$ cat src/rtl/srl_iter.sv
// rtl/srl_iter.sv - iterative log-step logical/arithmetic right shifter with valid/ready handshakes
module srl_iter #(
    parameter int WIDTH = 32
) (
    input  logic             clk,
    input  logic             rst,
    input  logic             in_valid,
    output logic             in_ready,
    input  logic [WIDTH-1:0] x,
    input  logic [WIDTH-1:0] y,
    input  logic             arith,
    output logic             out_valid,
    input  logic             out_ready,
    output logic [WIDTH-1:0] z,
    output logic             busy
);

    localparam int SH_W = $clog2(WIDTH);

    typedef enum logic [1:0] {
        IDLE,
        SHIFT,
        DONE
    } state_t;

    state_t            state;
    logic [WIDTH-1:0]  acc;
    logic [WIDTH-1:0]  acc_next;
    logic [WIDTH-1:0]  fill_mask;
    logic [SH_W-1:0]   amt;
    logic [SH_W-1:0]   step;
    logic [SH_W-1:0]   sh;
    logic              fill;
    logic              over;
    logic              fill_in;
    logic              over_in;

    assign fill_in = arith & x[WIDTH-1];
    assign over_in = |y[WIDTH-1:SH_W];

    // amt is consumed LSB-first, so amt[0] always selects the current stage
    always_comb begin
        sh        = SH_W'(1) << step;
        fill_mask = ~({WIDTH{1'b1}} >> sh);
        acc_next  = acc;
        if (amt[0] && !over) begin
            acc_next = (acc >> sh) | (fill ? fill_mask : '0);
        end
    end

    always_ff @(posedge clk or posedge rst) begin
        if (rst) begin
            state     <= IDLE;
            in_ready  <= 1'b1;
            out_valid <= 1'b0;
            busy      <= 1'b0;
            z         <= '0;
            acc       <= '0;
            amt       <= '0;
            step      <= '0;
            fill      <= 1'b0;
            over      <= 1'b0;
        end else begin
            case (state)
                IDLE: begin
                    if (in_valid && in_ready) begin
                        acc      <= over_in ? {WIDTH{fill_in}} : x;
                        amt      <= y[SH_W-1:0];
                        fill     <= fill_in;
                        over     <= over_in;
                        step     <= '0;
                        in_ready <= 1'b0;
                        busy     <= 1'b1;
                        state    <= SHIFT;
                    end
                end
                SHIFT: begin
                    acc  <= acc_next;
                    amt  <= amt >> 1;
                    step <= step + 1'b1;
                    if (step == SH_W'(SH_W - 1)) begin
                        z         <= acc_next;
                        out_valid <= 1'b1;
                        state     <= DONE;
                    end
                end
                DONE: begin
                    if (out_ready) begin
                        out_valid <= 1'b0;
                        in_ready  <= 1'b1;
                        busy      <= 1'b0;
                        state     <= IDLE;
                    end
                end
                default: state <= IDLE;
            endcase
        end
    end

endmodule
$ cat config.mk
export PLATFORM = sky130hd
export DESIGN_NAME = srl_iter
export DESIGN_NICKNAME = d
export VERILOG_FILES = /design/src/rtl/srl_iter.sv
export SDC_FILE = /design/constraint.sdc
export NUM_CORES = 1
export LEC_CHECK = 0
export CAP_MARGIN = 25
export CORE_AREA = 10 10 103 128
export CTS_CLUSTER_SIZE = 10
export DETAILED_ROUTE_END_ITERATION = 12
export DIE_AREA = 0 0 113 138
export PLACE_DENSITY = 0.86
export SLEW_MARGIN = 25
export SYNTH_ARGS = -nofsm -noshare
export SYNTH_HDL_FRONTEND = slang
export SYNTH_SLANG_ARGS = --single-unit
$ cat constraint.sdc
create_clock -name clk -period 3.1 [get_ports clk]
set_input_delay 0.62 -clock clk [delete_from_list [all_inputs] [get_ports clk]]
set_output_delay 0.62 -clock clk [all_outputs]
set_load 0.02 [all_outputs]
==> impl_metrics.env <==
export IMPL_layout_commonest_cell="clkdlybuf4s50_1"
export IMPL_wire_per_inst_um=24.5
export IMPL_numCtsBuffers=9
export IMPL_grt_overflow=0
export IMPL_diodes=0
export IMPL_routed_wl_um=20200
export IMPL_start_util_pct=48.7
export IMPL_antenna_left=0
export IMPL_worst_setup_path_type="flop to flop"
export IMPL_dieArea_um2=15600
export IMPL_postCtsResizedCells=0
export IMPL_cts_buffer_depth=2
export IMPL_finalSetupTns_ns=0
export IMPL_path_buf_inv=2
export IMPL_maxSlewViolCount=0
export IMPL_ys_dominant_reg_cell="dfrtp_1"
export IMPL_drv_cap=0
export IMPL_insertion_delay_ns=0.35
export IMPL_hpwl_um=14600
export IMPL_peakVddDrop_mv=0.224
export IMPL_synth_edff_count=0
export IMPL_clk_pin_slew_ns=0.06
export IMPL_r2r_setup_slack_ns=0.41
export IMPL_synth_seq_area_share_pct=38.5
export IMPL_slew_headroom_pct=41.0
export IMPL_grt_usage_pct=25.5
export IMPL_nets=755
export IMPL_synthDistinctLibCells=71
export IMPL_power_density_nw_per_um2=334
export IMPL_core_um2=10800
export IMPL_syn_cell_area_um2=5270
export IMPL_slowest_delay_ns=0.57
export IMPL_min_from="amt[1]$_DFFE_PP0P_"
export IMPL_cts_htree_levels=3
export IMPL_cts_setup_buffers=0
export IMPL_worst_r2r_endpoint="z[0]$_DFFE_PP0P_"
export IMPL_grt_first_pass_wirelength_um=32300
export IMPL_min_to="amt[1]$_DFFE_PP0P_"
export IMPL_synth_warnings=0
export IMPL_finalWeightedCongestion=0.973
export IMPL_cts_root_buf="clkbuf_16"
export IMPL_cts_tree="yes"
export IMPL_rr_worst_depth=7
export IMPL_drt_pass1_iter_count=6
export IMPL_drtIter0Drc=459
export IMPL_cp_end_kind="flop"
export IMPL_setup_violations_final=0
export IMPL_start_kind="flop"
export IMPL_die_y_um=138
export IMPL_cp_top_family="buffers and inverters"
export IMPL_via_count=5496
export IMPL_p_leak_nw=2.89
export IMPL_syn_area_per_cell_um2=8.86
export IMPL_fin_crit_sh_pct=86.8
export IMPL_max_freq_mhz=372
export IMPL_rows=43
export IMPL_crit_fanout=19
export IMPL_path_common_cell="a21oi_1"
export IMPL_fin_util_pct=62.7
export IMPL_mostFrequentLayoutCells="103 x clkdlybuf4s50_1, 95 x nand2_1, 80 x dfrtp_1"
export IMPL_grt_max_degree=45
export IMPL_port_buffers=103
export IMPL_die_x_um=113
export IMPL_drc=0
export IMPL_drive_gt1_share_pct=12.6
export IMPL_synth_seq_cells=81
export IMPL_tightest_slew_ns=0.885
export IMPL_grt_pass1_vias=5580
export IMPL_synthesis_nets=666
export IMPL_skew_ns=0.00645
export IMPL_holdPathStages=2
export IMPL_required_ns=3.38
export IMPL_viasPerCell=6.67
export IMPL_num_io_pins=104
export IMPL_crit_slowest_cell="or3_1"
export IMPL_outcome="complete, no violations"
export IMPL_cts_hold_repair_buffers=0
export IMPL_min_period_ns=2.69
export IMPL_final_hold_viol_count=0
export IMPL_async_reset_ff_share_pct=100
export IMPL_crit_arrival_ns=2.97
export IMPL_syn_to_final_growth_pct=28.6
export IMPL_worstPathCellList="clkinv_1 > ha_1 > nand2_1 > or3_1 > buf_4 > a21oi_1 > a21oi_1"
export IMPL_r2r_start="step[0]$_DFFE_PP0P_"
export IMPL_syn_inst=595
export IMPL_rsz0062_at_grt="false"
export IMPL_cts_sinks=81
export IMPL_hold_path_class="flop to flop"
export IMPL_antenna_found_initial=0
-- registers in the layout, indices dropped and copies added, names as in the netlist --
signal and count:
over 1, step 5, out_valid 1, busy 1, amt 5, state 2, acc 32, fill 1
in_ready 1, z 32
-- power by group --
part	internal [W]	total, W	switching (W)
clock	0.000647	0.00109	0.000445
combinational	0.0000785	0.000116	0.0000371
sequential	0.00106	0.00106	0
-- worst reg2reg max path: cells and delay by family, from the launching register on --
family	cells	cell delay (ns)
flip-flops	1	0.52
AND/OR/NAND/NOR	2	0.73
adder cells (fa/ha/maj)	1	0.35
buffers and inverters	2	0.78
AO/OA/AOI/OAI	2	0.25
-- cell usage after synthesis, types with 8 or more instances --
master,number,area [µm²]
clkbuf_1,33,124
nor3_1,8,40.0
o22a_1,8,70.1
buf_2,17,85.1
a221o_1,15,150
mux2i_1,12,120
and3_1,9,56.3
o21ai_0,48,240
nand2_1,95,357
a221oi_1,22,193
nand3_1,12,60.1
nor2_1,32,120
nand2b_1,8,50.1
a21oi_1,29,145
mux2_2,16,180
dfrtp_1,80,2000
-- per-layer routing --
metal | GRT usage [%] | routed length (µm) | vias up
met1 | 31.5 | 7900 | 2691
met3 | 7.10 | 1930 | 45
li1 | - | - | 2437
met2 | 41.6 | 9860 | 323
met5 | 0 | 0 | -
met4 | 8.84 | 533 | 0
-- final cells by class --
class	count	area [µm²]
flip-flops and latches	81	2030
multi-input cells	452	3010
fillers	933	4040
well taps	135	169
clock inverters	4	52.6
clock buffers	12	246
inverters	9	35.0
repair buffers	131	1240
-- metrics by stage --
stage               hold slack, ns  worst slack (ns)  cell area, µm²  instances  total power (W)
finish                       0.475             0.408            6780        824          0.00226
global route                 0.500             0.234            6780        824          0.00233
CTS                          0.480             0.437            6780        824          0.00227
detailed placement           0.464             0.220            6480        808          0.00119
global placement             0.457             0.326            6480        808          0.00119
floorplan                    0.447             0.402            5270        595          0.00110
-- logic make-up (layout without fill, tap and decap cells) --
kind of cell    Yosys count  count (layout)  share of synthesized area [%]
compound gates          207             207                           28.2
fa+ha+maj                 2               2                          0.475
buf+inv                  62             156                           5.03
flops                    81              81                           38.5
mux                      35              35                           8.69
simple gates            208             208                           19.1
-- worst max-delay path by stage --
| stage | slack, ns | end | cells past startpoint | from |
|---|---|---|---|---|
| 2_1_floorplan | 0.40 | acc[0]$_DFFE_PP0P_ | 1 | rst |
| 3_3_place_gp | 0.33 | acc[10]$_DFFE_PP0P_ | 6 | y[7] |
| 3_5_place_dp | 0.22 | acc[21]$_DFFE_PP0P_ | 6 | y[18] |
| 4_1_cts | 0.44 | z[0]$_DFFE_PP0P_ | 7 | step[0]$_DFFE_PP0P_ |
| 5_1_grt | 0.23 | z[0]$_DFFE_PP0P_ | 7 | step[0]$_DFFE_PP0P_ |
| 6_report | 0.41 | z[0]$_DFFE_PP0P_ | 7 | step[0]$_DFFE_PP0P_ |
No activity file was read; power rests on OpenSTA's default activity.
